`src/rtl/ula_nibble_sequencer_pkg.sv`:
```
// rtl/ula_nibble_sequencer_pkg.sv - shared types and ALU select constants for the nibble sequencer
//
// Purpose : FSM state encoding, commonly used 74181 function selects and the
//           helper that tells which arithmetic selects report a borrow on
//           their carry output.
// Ports   : none (package).
package ula_seq_pkg;

  typedef enum logic [1:0] {
    IDLE = 2'd0,
    RUN  = 2'd1,
    DONE = 2'd2
  } state_t;

  localparam logic [3:0] ULA_ADD = 4'b1001;  // A plus B            (m=0)
  localparam logic [3:0] ULA_SUB = 4'b0110;  // A minus B minus 1   (m=0)
  localparam logic [3:0] ULA_XOR = 4'b0110;  // A xor B             (m=1)
  localparam logic [3:0] ULA_DEC = 4'b1111;  // A minus 1           (m=0)

  // For these arithmetic selects the ALU carry output means "borrow",
  // so the chain has to invert it before feeding the next nibble.
  function automatic logic is_borrow_class(input logic [3:0] sel);
    return (sel == 4'b0011) || (sel == 4'b0110) || (sel == 4'b0111) ||
           (sel == 4'b1011) || (sel == 4'b1111);
  endfunction

endpackage

```
`src/rtl/ula_nibble_sequencer_if.sv`:
```
// rtl/ula_nibble_sequencer_if.sv - bus between the sequencer and one 4-bit ALU slice
//
// Purpose : groups the per-nibble ALU request (operands, function, carry) and
//           the ALU response (F, carry out, A=B).
// Signals : alu_a/alu_b  4  operand nibbles          (master -> slave)
//           alu_s        4  function select          (master -> slave)
//           alu_m        1  1 = logic, 0 = arith     (master -> slave)
//           alu_c_in     1  carry into the nibble    (master -> slave)
//           alu_b_in     1  unused borrow input, 0   (master -> slave)
//           alu_f        4  nibble result            (slave -> master)
//           alu_c_out    1  nibble carry/borrow out  (slave -> master)
//           alu_a_eq_b   1  nibble equality          (slave -> master)
interface ula_nibble_sequencer_if;
  logic [3:0] alu_a;
  logic [3:0] alu_b;
  logic [3:0] alu_s;
  logic       alu_m;
  logic       alu_c_in;
  logic       alu_b_in;
  logic [3:0] alu_f;
  logic       alu_c_out;
  logic       alu_a_eq_b;

  modport master (
    output alu_a, alu_b, alu_s, alu_m, alu_c_in, alu_b_in,
    input  alu_f, alu_c_out, alu_a_eq_b
  );

  modport slave (
    input  alu_a, alu_b, alu_s, alu_m, alu_c_in, alu_b_in,
    output alu_f, alu_c_out, alu_a_eq_b
  );
endinterface

```
`src/rtl/ula_nibble_sequencer.sv`:
```
// rtl/ula_nibble_sequencer.sv - runs a WIDTH-bit ALU operation nibble-serially on a 4-bit ALU
//
// Purpose : latches operands/function on an accepted start, issues one nibble
//           per cycle (LSB first) to the ALU, chains the carry between nibbles
//           and assembles result and flags. IDLE -> RUN (NIBBLES cycles) -> DONE.
// Ports   : i_clk, i_rst_n        clock, synchronous active-low reset
//           i_start / o_ready     request, accepted when both high (ready only in IDLE)
//           i_op_a, i_op_b        WIDTH-bit operands
//           i_sel, i_mode         ALU function select and logic/arith mode
//           i_carry_in            carry into nibble 0
//           o_result              assembled F, held until the next accepted op
//           o_carry_out           final chain carry (0 in logic mode)
//           o_a_eq_b              AND of all nibble A=B outputs
//           o_done                one-cycle pulse, outputs valid from this cycle
//           o_zero                result == 0 (only with ULA_SEQ_ZERO_FLAG_EN)
//           alu                   master side of ula_nibble_sequencer_if
// Options : ULA_SEQ_ZERO_FLAG_EN adds the o_zero flag.
module ula_nibble_sequencer
  import ula_seq_pkg::*;
#(
  parameter int WIDTH = 16
) (
  input  logic                          i_clk,
  input  logic                          i_rst_n,
  input  logic                          i_start,
  output logic                          o_ready,
  input  logic [WIDTH-1:0]              i_op_a,
  input  logic [WIDTH-1:0]              i_op_b,
  input  logic [3:0]                    i_sel,
  input  logic                          i_mode,
  input  logic                          i_carry_in,
  output logic [WIDTH-1:0]              o_result,
  output logic                          o_carry_out,
  output logic                          o_a_eq_b,
  output logic                          o_done,
`ifdef ULA_SEQ_ZERO_FLAG_EN
  output logic                          o_zero,
`endif
  ula_nibble_sequencer_if.master        alu
);

  localparam int NIBBLES = WIDTH / 4;
  localparam int IDX_W   = $clog2(NIBBLES);

  state_t             r_state;
  logic [WIDTH-1:0]   r_a;
  logic [WIDTH-1:0]   r_b;
  logic [3:0]         r_sel;
  logic               r_mode;
  logic               r_chain;
  logic               r_eq;
  logic [IDX_W-1:0]   r_idx;
  logic [WIDTH-1:0]   r_result;
  logic               r_carry_out;
  logic               r_a_eq_b;
  logic               r_ready;
  logic               r_done;
`ifdef ULA_SEQ_ZERO_FLAG_EN
  logic               r_zero;
`endif

  logic               w_last;
  logic               w_next_c;
  logic               w_eq_next;
  logic [WIDTH-1:0]   w_result_next;

  // Latched registers reset to zero, so the ALU bus is all-zero out of reset.
  assign alu.alu_a    = r_a[{r_idx, 2'b00} +: 4];
  assign alu.alu_b    = r_b[{r_idx, 2'b00} +: 4];
  assign alu.alu_s    = r_sel;
  assign alu.alu_m    = r_mode;
  assign alu.alu_c_in = r_chain;
  assign alu.alu_b_in = 1'b0;

  assign w_last    = (r_idx == IDX_W'(NIBBLES - 1));
  assign w_eq_next = r_eq & alu.alu_a_eq_b;

  // Logic mode never propagates: chain keeps carry_in so every nibble sees it.
  assign w_next_c = r_mode ? r_chain :
                    (is_borrow_class(r_sel) ? ~alu.alu_c_out : alu.alu_c_out);

  // Result with the current nibble inserted; at the last nibble this is the
  // final value, which lets all flags be valid in the done cycle.
  always_comb begin
    w_result_next = r_result;
    w_result_next[{r_idx, 2'b00} +: 4] = alu.alu_f;
  end

  always_ff @(posedge i_clk) begin
    if (!i_rst_n) begin
      r_state     <= IDLE;
      r_a         <= '0;
      r_b         <= '0;
      r_sel       <= '0;
      r_mode      <= 1'b0;
      r_chain     <= 1'b0;
      r_eq        <= 1'b0;
      r_idx       <= '0;
      r_result    <= '0;
      r_carry_out <= 1'b0;
      r_a_eq_b    <= 1'b0;
      r_ready     <= 1'b1;
      r_done      <= 1'b0;
`ifdef ULA_SEQ_ZERO_FLAG_EN
      r_zero      <= 1'b0;
`endif
    end else begin
      r_done <= 1'b0;
      case (r_state)
        IDLE: begin
          if (i_start && r_ready) begin
            r_a     <= i_op_a;
            r_b     <= i_op_b;
            r_sel   <= i_sel;
            r_mode  <= i_mode;
            r_chain <= i_carry_in;
            r_eq    <= 1'b1;
            r_idx   <= '0;
            r_ready <= 1'b0;
            r_state <= RUN;
          end
        end
        RUN: begin
          r_result <= w_result_next;
          r_eq     <= w_eq_next;
          r_chain  <= w_next_c;
          if (w_last) begin
            r_state     <= DONE;
            r_done      <= 1'b1;
            r_carry_out <= ~r_mode & w_next_c;
            r_a_eq_b    <= w_eq_next;
`ifdef ULA_SEQ_ZERO_FLAG_EN
            r_zero      <= (w_result_next == '0);
`endif
          end else begin
            r_idx <= r_idx + IDX_W'(1);
          end
        end
        DONE: begin
          r_state <= IDLE;
          r_ready <= 1'b1;
        end
        default: begin
          r_state <= IDLE;
          r_ready <= 1'b1;
        end
      endcase
    end
  end

  assign o_ready     = r_ready;
  assign o_done      = r_done;
  assign o_result    = r_result;
  assign o_carry_out = r_carry_out;
  assign o_a_eq_b    = r_a_eq_b;
`ifdef ULA_SEQ_ZERO_FLAG_EN
  assign o_zero      = r_zero;
`endif

endmodule

```
`src/flat_wrapper.sv`:
```
// flat-port wrapper written by rule: the top's interface ports become plain ports
module ula_nibble_sequencer_flat import ula_seq_pkg::*;
#(
  parameter int WIDTH = 16
)
  (i_clk, i_rst_n, i_start, o_ready, i_op_a, i_op_b, i_sel, i_mode, i_carry_in, o_result, o_carry_out, o_a_eq_b, o_done, alu_alu_a, alu_alu_b, alu_alu_s, alu_alu_m, alu_alu_c_in, alu_alu_b_in, alu_alu_f, alu_alu_c_out, alu_alu_a_eq_b);
  ula_nibble_sequencer_if alu_i ();
  input  logic i_clk;
  input  logic i_rst_n;
  input  logic i_start;
  output logic o_ready;
  input  logic [WIDTH-1:0] i_op_a;
  input  logic [WIDTH-1:0] i_op_b;
  input  logic [3:0] i_sel;
  input  logic i_mode;
  input  logic i_carry_in;
  output logic [WIDTH-1:0] o_result;
  output logic o_carry_out;
  output logic o_a_eq_b;
  output logic o_done;
  output wire logic [$bits(alu_i.alu_a)-1:0] alu_alu_a;
  output wire logic [$bits(alu_i.alu_b)-1:0] alu_alu_b;
  output wire logic [$bits(alu_i.alu_s)-1:0] alu_alu_s;
  output wire logic [$bits(alu_i.alu_m)-1:0] alu_alu_m;
  output wire logic [$bits(alu_i.alu_c_in)-1:0] alu_alu_c_in;
  output wire logic [$bits(alu_i.alu_b_in)-1:0] alu_alu_b_in;
  input wire logic [$bits(alu_i.alu_f)-1:0] alu_alu_f;
  input wire logic [$bits(alu_i.alu_c_out)-1:0] alu_alu_c_out;
  input wire logic [$bits(alu_i.alu_a_eq_b)-1:0] alu_alu_a_eq_b;
  assign alu_alu_a = alu_i.alu_a;
  assign alu_alu_b = alu_i.alu_b;
  assign alu_alu_s = alu_i.alu_s;
  assign alu_alu_m = alu_i.alu_m;
  assign alu_alu_c_in = alu_i.alu_c_in;
  assign alu_alu_b_in = alu_i.alu_b_in;
  assign alu_i.alu_f = alu_alu_f;
  assign alu_i.alu_c_out = alu_alu_c_out;
  assign alu_i.alu_a_eq_b = alu_alu_a_eq_b;
  ula_nibble_sequencer #(.WIDTH(WIDTH)) u_core (.i_clk(i_clk), .i_rst_n(i_rst_n), .i_start(i_start), .o_ready(o_ready), .i_op_a(i_op_a), .i_op_b(i_op_b), .i_sel(i_sel), .i_mode(i_mode), .i_carry_in(i_carry_in), .o_result(o_result), .o_carry_out(o_carry_out), .o_a_eq_b(o_a_eq_b), .o_done(o_done), .alu(alu_i));
endmodule
```
`config.mk`:
```
export PLATFORM = sky130hd
export DESIGN_NAME = ula_nibble_sequencer_flat
export DESIGN_NICKNAME = d
export VERILOG_FILES = /design/src/rtl/ula_nibble_sequencer_pkg.sv /design/src/rtl/ula_nibble_sequencer_if.sv /design/src/rtl/ula_nibble_sequencer.sv /design/src/flat_wrapper.sv
export SDC_FILE = /design/constraint.sdc
export NUM_CORES = 1
export LEC_CHECK = 0
export CAP_MARGIN = 20
export CORE_UTILIZATION = 45
export CTS_BUF_LIST = sky130_fd_sc_hd__clkbuf_4 sky130_fd_sc_hd__clkbuf_8
export CTS_CLUSTER_SIZE = 8
export DETAILED_ROUTE_END_ITERATION = 6
export PLACE_DENSITY = 0.82
export SYNTH_ARGS = -nofsm -noshare
export SYNTH_HDL_FRONTEND = slang
export SYNTH_SLANG_ARGS = --single-unit
```
`constraint.sdc`:
```
create_clock -name i_clk -period 6.4 [get_ports i_clk]
set_clock_uncertainty 0.2 [all_clocks]
set_input_delay 1.6 -clock i_clk [delete_from_list [all_inputs] [get_ports i_clk]]
set_output_delay 1.6 -clock i_clk [all_outputs]
set_load 0.02 [all_outputs]
```
After elaboration in Yosys (flattened, before gate mapping)
Cells that the tools add are included.

word-level totals
  bits in registers = 63
  input port bits = 47
  output and inout port bits = 35
  logic and storage cells = 64

cells by class
  shifts and indexed selects = 4
  bitwise logic cells = 5
  reduce and logical (&&, ||, !) cells = 14
  multiplexer cells = 16
  $add $sub $neg = 2
  equality and inequality tests = 10

operator list
  operator                                                                count
  16-bit by 5-bit indexed part select with 4-bit output                   2
  16-bit bitwise mux                                                      1
  4-bit by 6-bit variable shift with 16-bit output, first input constant  1
  4-bit by 6-bit indexed part select with 16-bit output                   1
  2-bit AND reduction                                                     6
  4-bit by 3-bit equality test with 1-bit output, second input constant   2
  4-bit equality test, second input constant                              2
  2-bit two-way mux                                                       4
  2-bit one-hot mux with 2 select lines                                   2
  1-bit two-way mux                                                       6
  4-bit negation with 6-bit output                                        1
  1-bit one-hot mux with 2 select lines                                   3
  4-bit by 2-bit equality test with 1-bit output, second input constant   1
  1-bit logical OR                                                        4
  2-bit by 1-bit != test with 1-bit output, second input constant         2
  1-bit NOT                                                               3
  3-bit AND reduction                                                     1
  2-bit by 1-bit adder with 2-bit output, second input constant           1
  1-bit AND                                                               2
  2-bit by 1-bit equality test with 1-bit output, second input constant   1
  2-bit equality test, second input constant                              1
  2-bit zero test                                                         1
  2-bit != test, second input constant                                    1
  2-bit nonzero test                                                      1
  1-bit logical AND                                                       1

Longest topological paths before layout
Gate-level depths: netlist of run 1.

  depth in word-level cells = 8
  gate-level depth with buffers = 7
  depth with buffers taken out = 6

Worst setup path after synthesis of run 1
Ideal clock, no wire load.

  path kind = reg-to-output
  from = reg u_core.r_idx[0]
  to = out alu_alu_a[0]
  slack = 3314 ps
  data required time = 4600 ps
  path buffers = 1
  data arrival time = 1286 ps
  stages on the path, launching flop included = 3
  cells stage by stage = dfxtp_1 -> buf_4 -> mux4_2

between the ends
  word-level cells in the longest chain between the ends = 1

RTL lines
  element                                                line                         RTL
  start: declaration                                     ula_nibble_sequencer.sv:52   logic [IDX_W-1:0] r_idx;
  start signal: assignment                               ula_nibble_sequencer.sv:136  r_idx <= r_idx + IDX_W'(1);
  16-bit by 5-bit indexed part select with 4-bit output  ula_nibble_sequencer.sv:68   assign alu.alu_a = r_a[{r_idx, 2'b00} +: 4];
  end: declaration                                       flat_wrapper.sv:21           output wire logic [$bits(alu_i.alu_a)-1:0] alu_alu_a;

No other way between the ends.

Worst setup path after layout of run 1
  from = reg u_core.r_idx[0]
  to = out alu_alu_b[2]

between the ends
  word-level cells in the longest chain between the ends = 1

RTL lines
  element                                                line                        RTL
  16-bit by 5-bit indexed part select with 4-bit output  ula_nibble_sequencer.sv:69  assign alu.alu_b = r_b[{r_idx, 2'b00} +: 4];
  end: declaration                                       flat_wrapper.sv:22          output wire logic [$bits(alu_i.alu_b)-1:0] alu_alu_b;

No other way between the ends.

==> impl_metrics.json, run 1 <==
{
  "status": "finished, final reports clean",
  "max_freq_mhz": 238,
  "finalMaxSlewViolations": 0,
  "critPathRequiredTime_ps": 4600,
  "syn_nets": 351,
  "crit_start": "u_core.r_idx[0]",
  "synth_top_area_share_pct": 49.5,
  "final_net_count": 428,
  "synth_area_per_cell_um2": 8.55,
  "antenna_found_initial": 0,
  "clockPowerShare_pct": 36.6,
  "p_sw_share_pct": 25.6,
  "seq_area_um2": 1260,
  "wl_per_cell_um": 13.1,
  "diodes": 0,
  "syn_area_um2": 2550,
  "drt_iter0_markers": 101,
  "synthTopCellsByArea": "dfxtp_1 (49%), nand2_1 (14%), a21oi_1 (10%)",
  "seqPwrFrac_pct": 47.7,
  "worstSetupStartpointType": "flop",
  "ys_top_cells_by_count": "nand2_1 (92), dfxtp_1 (63), a21oi_1 (52), nor2_1 (13)",
  "grt_max_degree": 40,
  "root_buffer": "clkbuf_8",
  "worstMarginPinSlew_ps": 868,
  "path_class": "flop to output port",
  "cts-resized-gates": 0,
  "worst_slack_ps": 2200,
  "synth_edf_count": 0,
  "synthCells": 298,
  "grt_pass1_wl_mm": 9.77,
  "dp_slack_ps": 2510,
  "ys_ff_latch": 63,
  "cts.sinks": 63,
  "drt-pass1-iter-count": 4,
  "die-area_um2": 5970,
  "clk_pin_slew_ps": 60,
  "io_pins": 82,
  "cts_tree": "yes",
  "setup_viol": 0,
  "rows": 27,
  "start_util_pct": 46.6,
  "port_buffers": 80,
  "finalWeightedCongestion": 0.785,
  "area_delta_synth_final_pct": 40.7,
  "critPathCaptureType": "output port",
  "ys.flop_type": "dfxtp_1",
  "power_frac_comb_pct": 15.7,
  "synth.most_common_cell": "nand2_1",
  "synth.distinct_cells": 28,
  "hp-class": "flop to flop",
  "hpwl_mm": 4.15,
  "clk_path_buf_depth": 2,
  "cap_violations": 0,
  "period_share_pct": 65.7,
  "fp.dieH_um": 77.3,
  "relSlewSlack_pct": 42.0,
  "coreArea_um2": 5470,
  "avgViaCountPerCell": 5.06,
  "drc": 0,
  "via_count": 2288,
  "drive_gt1_share_pct": 8.42,
  "intPower_mw": 0.673,
  "finalHoldViolCount": 0,
  "p_sw_mw": 0.232,
  "rsz0062_at_grt": "no",
  "track_usage_pct": 21.1,
  "min_from": "u_core.o_result[7]",
  "die_x_um": 77.3,
  "clkLatencyLatePin_ps": 340,
  "cts_buffers": 9,
  "antenna_left": 0,
  "synth-seq-area-share_pct": 49.5,
  "fill_cells": 477,
  "fin_crit_ps": 4200,
  "reg2reg_from": "u_core.r_idx[0]",
  "crit_arrival_ps": 2400,
  "multi_input_area_um2": 1200,
  "hold_buffers": 0,
  "route.final.wire_length_mm": 5.93,
  "htree_levels": 3,
  "ys_async_sr_fraction_pct": 0,
  "cp_max_fo": 17,
  "grt_pass1_vias": 2148,
  "leakage_nw": 1.28,
  "irDropWorstVdd_uv": 143,
  "grt.overflow.total": 0,
  "fin_tns_setup_ps": 0,
  "yosysTopAreaCell": "dfxtp_1",
  "power_density_nw_per_um2": 252,
  "ys.warnings.count": 0,
  "post-cts-setup-buffers": 0
}
[layout by cell type, fill, tap and decap left out, types with 2 or more instances in the layout]
| cell type | n |
|---|---|
| nand2_1 | 92 |
| clkdlybuf4s50_1 | 80 |
| dfxtp_1 | 63 |
| a21oi_1 | 52 |
| nor2_1 | 13 |
| clkbuf_8 | 13 |
| or3_1 | 12 |
| mux4_2 | 8 |
| nand2b_1 | 6 |
| ha_1 | 6 |
| a22oi_1 | 5 |
| o21ai_0 | 4 |
| nand2_2 | 3 |
| buf_4 | 3 |
| inv_1 | 2 |
| nand3_1 | 2 |
| nor3_1 | 2 |
[kinds of logic after synthesis]
family,share of synthesized area (%)
compound gates,13.1
xor+xnor,0.344
fa+ha+maj,2.95
buf+inv,3.39
flops,49.5
mux,7.07
other cells,0.147
simple gates,23.5
[layer usage]
layer | GRT usage, % | vias to the layer above | share of wire, %
met2 | 33.9 | 59 | 49
met5 | 0 | - | 0
met3 | 5.24 | 14 | 5.4
li1 | - | 1162 | -
met4 | 13.2 | 0 | 2.3
met1 | 25.2 | 1053 | 44
[sequential cells by signal, summed over array words and instances, names as in the netlist]
| signal | cells |
|---|---|
| u_core.alu.alu_c_in | 1 |
| u_core.alu.alu_m | 1 |
| u_core.alu.alu_s | 4 |
| u_core.o_a_eq_b | 1 |
| u_core.o_carry_out | 1 |
| u_core.o_done | 1 |
| u_core.o_ready | 1 |
| u_core.o_result | 16 |
| u_core.r_a | 16 |
| u_core.r_b | 16 |
| u_core.r_eq | 1 |
| u_core.r_idx | 2 |
| u_core.r_state | 2 |
[area by class of cell]
type                    instances  area share [%]
clock buffers                  14            5.20
clock inverters                 2           0.349
inverters                       3           0.314
multi-input cells             215            33.5
flip-flops and latches         63            35.2
well taps                      72            2.51
repair buffers                 83            23.0
[worst max-delay path, stage by stage, from the launching register on]
cell             delay, ps
dfxtp_1                890
mux4_2                 600
clkdlybuf4s50_1        570
[power groups by stage]
stage               sequential, mW  clock [mW]  combinational (mW)
global route                 0.434       0.357               0.156
CTS                          0.432       0.337               0.144
finish                       0.432       0.331               0.142
detailed placement           0.440           0               0.143
global placement             0.439           0               0.140
floorplan                    0.439           0              0.0790
[through the flow]
step	power (mW)	utilization, %	hold slack (ps)	std cells	area (µm²)
2_1_floorplan	0.518	-	233	298	2550
3_3_place_gp	0.579	61.9	240	436	3390
3_5_place_dp	0.583	61.9	245	436	3390
4_1_cts	0.912	65.5	256	452	3590
5_1_grt	0.947	65.5	273	452	3590
6_report	0.905	65.5	251	452	3590
[worst paths after layout]
kind                                       endpoint  slack (ps)  cells after the start
worst max-delay path                   alu_alu_b[2]        2200                      2
worst min-delay path             u_core.o_result[7]         250                      2
worst max register to register  u_core.o_result[14]        3820                      5
worst min register to register   u_core.o_result[7]         250                      2
No activity file was read; power rests on OpenSTA's default activity.
==> run 2, diff against run 1 <==
--- a/config.mk
+++ b/config.mk
@@ -6,7 +6,7 @@
 export NUM_CORES = 1
 export LEC_CHECK = 0
 export CAP_MARGIN = 20
-export CORE_UTILIZATION = 45
+export CORE_UTILIZATION = 43
 export CTS_BUF_LIST = sky130_fd_sc_hd__clkbuf_4 sky130_fd_sc_hd__clkbuf_8
 export CTS_CLUSTER_SIZE = 8
 export DETAILED_ROUTE_END_ITERATION = 6
==> constraint.sdc (replaced) <==
create_clock -name i_clk -period 3.64 [get_ports i_clk]
set_clock_uncertainty 0.2 [all_clocks]
set_input_delay 0.91 -clock i_clk [delete_from_list [all_inputs] [get_ports i_clk]]
set_output_delay 0.91 -clock i_clk [all_outputs]
set_load 0.02 [all_outputs]
==> run 2 against run 1 <==
  * Sequential power increased by 74%
  * Register-to-register slack got worse by 2400 ps
  * Hold slack improved by 1.6 ps
  * Non-clock buffer count increased by 3
  * Critical path type unchanged
  * Total power increased by 88%
  * Flip-flop and latch count unchanged
  * Largest cell class unchanged
  * Utilization decreased by 0.37 points
  * Critical endpoint is now alu_alu_b[3]
==> impl_metrics.json, run 2 (same netlist as run 1, synthesis figures left out) <==
{
  "cts.sinks": 63,
  "root_buffer": "clkbuf_8",
  "worstMarginPinSlew_ps": 584,
  "track_usage_pct": 20.4,
  "finalMaxSlewViolations": 0,
  "finalHoldViolCount": 0,
  "irDropWorstVdd_uv": 336,
  "crit_arrival_ps": 1970,
  "drt-pass1-iter-count": 4,
  "fin_crit_ps": 3080,
  "cp_max_fo": 13,
  "rsz0062_at_grt": "no",
  "port_buffers": 80,
  "hpwl_mm": 4.11,
  "start_util_pct": 45.4,
  "path_class": "flop to output port",
  "cts_buffers": 9,
  "drive_gt1_share_pct": 9.14,
  "clkLatencyLatePin_ps": 330,
  "power_density_nw_per_um2": 465,
  "critPathRequiredTime_ps": 2530,
  "grt_max_degree": 46,
  "die-area_um2": 6240,
  "route.final.wire_length_mm": 5.94,
  "seqPwrFrac_pct": 44.2,
  "diodes": 0,
  "area_delta_synth_final_pct": 43.3,
  "die_x_um": 79.0,
  "grt_pass1_vias": 2182,
  "finalWeightedCongestion": 0.803,
  "avgViaCountPerCell": 5.06,
  "via_count": 2302,
  "post-cts-setup-buffers": 0,
  "cts_tree": "yes",
  "critPathCaptureType": "output port",
  "final_cells": 455,
  "relSlewSlack_pct": 61.0,
  "hold_buffers": 0,
  "period_share_pct": 84.7,
  "max_freq_mhz": 324,
  "fp.dieH_um": 79.0,
  "fin_tns_setup_ps": 0,
  "grt_pass1_wl_mm": 9.84,
  "wl_per_cell_um": 13.0,
  "drt_iter0_markers": 113,
  "cts-resized-gates": 0,
  "io_pins": 82,
  "worstSetupStartpointType": "flop",
  "clockPowerShare_pct": 40.2,
  "coreArea_um2": 5610,
  "leakage_nw": 1.31,
  "cap_violations": 0,
  "htree_levels": 3,
  "hp-class": "flop to flop",
  "place_inst": 439,
  "clk_pin_slew_ps": 70,
  "most-common-layout-cells": "nand2_1 (92), clkdlybuf4s50_1 (80), dfxtp_1 (63)",
  "mostFrequentLayoutCell": "nand2_1",
  "p_sw_share_pct": 24.6,
  "power_frac_comb_pct": 15.6,
  "clk_path_buf_depth": 2,
  "p_sw_mw": 0.418,
  "rows": 27,
  "final_net_count": 431,
  "grt.overflow.total": 0,
  "antenna_found_initial": 0,
  "setup_viol": 0,
  "status": "finished, final reports clean",
  "intPower_mw": 1.28,
  "drc": 0,
  "antenna_left": 0
}
run 2: through the flow:
| stage | hold slack, ps | util (%) | power (mW) | worst slack [ps] | area, µm² |
|---|---|---|---|---|---|
| floorplan | 233 | - | 0.911 | 1240 | 2550 |
| global placement | 239 | 61.0 | 1.02 | 936 | 3420 |
| detailed placement | 245 | 61.0 | 1.03 | 897 | 3420 |
| CTS | 256 | 65.1 | 1.71 | 533 | 3650 |
| global route | 273 | 65.1 | 1.77 | 464 | 3650 |
| finish | 252 | 65.1 | 1.70 | 557 | 3650 |
run 2: power groups by stage:
stage,Clock [mW],Combinational [mW],Sequential (mW)
global placement,0,0.260,0.764
floorplan,0,0.139,0.772
CTS,0.697,0.266,0.751
detailed placement,0,0.264,0.766
global route,0.729,0.291,0.755
finish,0.683,0.265,0.751
run 2: final timing paths:
kind	start	endpoint	slack, ps	cells past startpoint
worst max register to register	u_core.r_idx[1]	u_core.o_result[15]	1420	5
worst min register to register	u_core.o_result[13]	u_core.o_result[13]	250	2
worst max-delay path	u_core.r_idx[1]	alu_alu_b[3]	560	2
worst min-delay path	u_core.o_result[13]	u_core.o_result[13]	250	2
run 2: critical path, cell delays in order, from the launching register on:
cell	delay [ps]
dfxtp_1	690
mux4_2	400
clkdlybuf4s50_1	550
run 2: final cells by class:
cell class | count | area [µm²]
clock buffers | 11 | 151
clock inverters | 5 | 80.1
fillers | 463 | 1950
inverters | 3 | 11.3
multi-input cells | 215 | 1200
flip-flops and latches | 63 | 1260
well taps | 72 | 90.1
repair buffers | 86 | 858
run 2: metal layers:
| metal | track usage (%) | up-vias | routed length, µm |
|---|---|---|---|
| li1 | - | 1165 | - |
| met1 | 25.2 | 1056 | 2680 |
| met2 | 33.5 | 73 | 2840 |
| met3 | 4.48 | 8 | 346 |
| met4 | 10.4 | 0 | 68 |
| met5 | 0 | - | 0 |
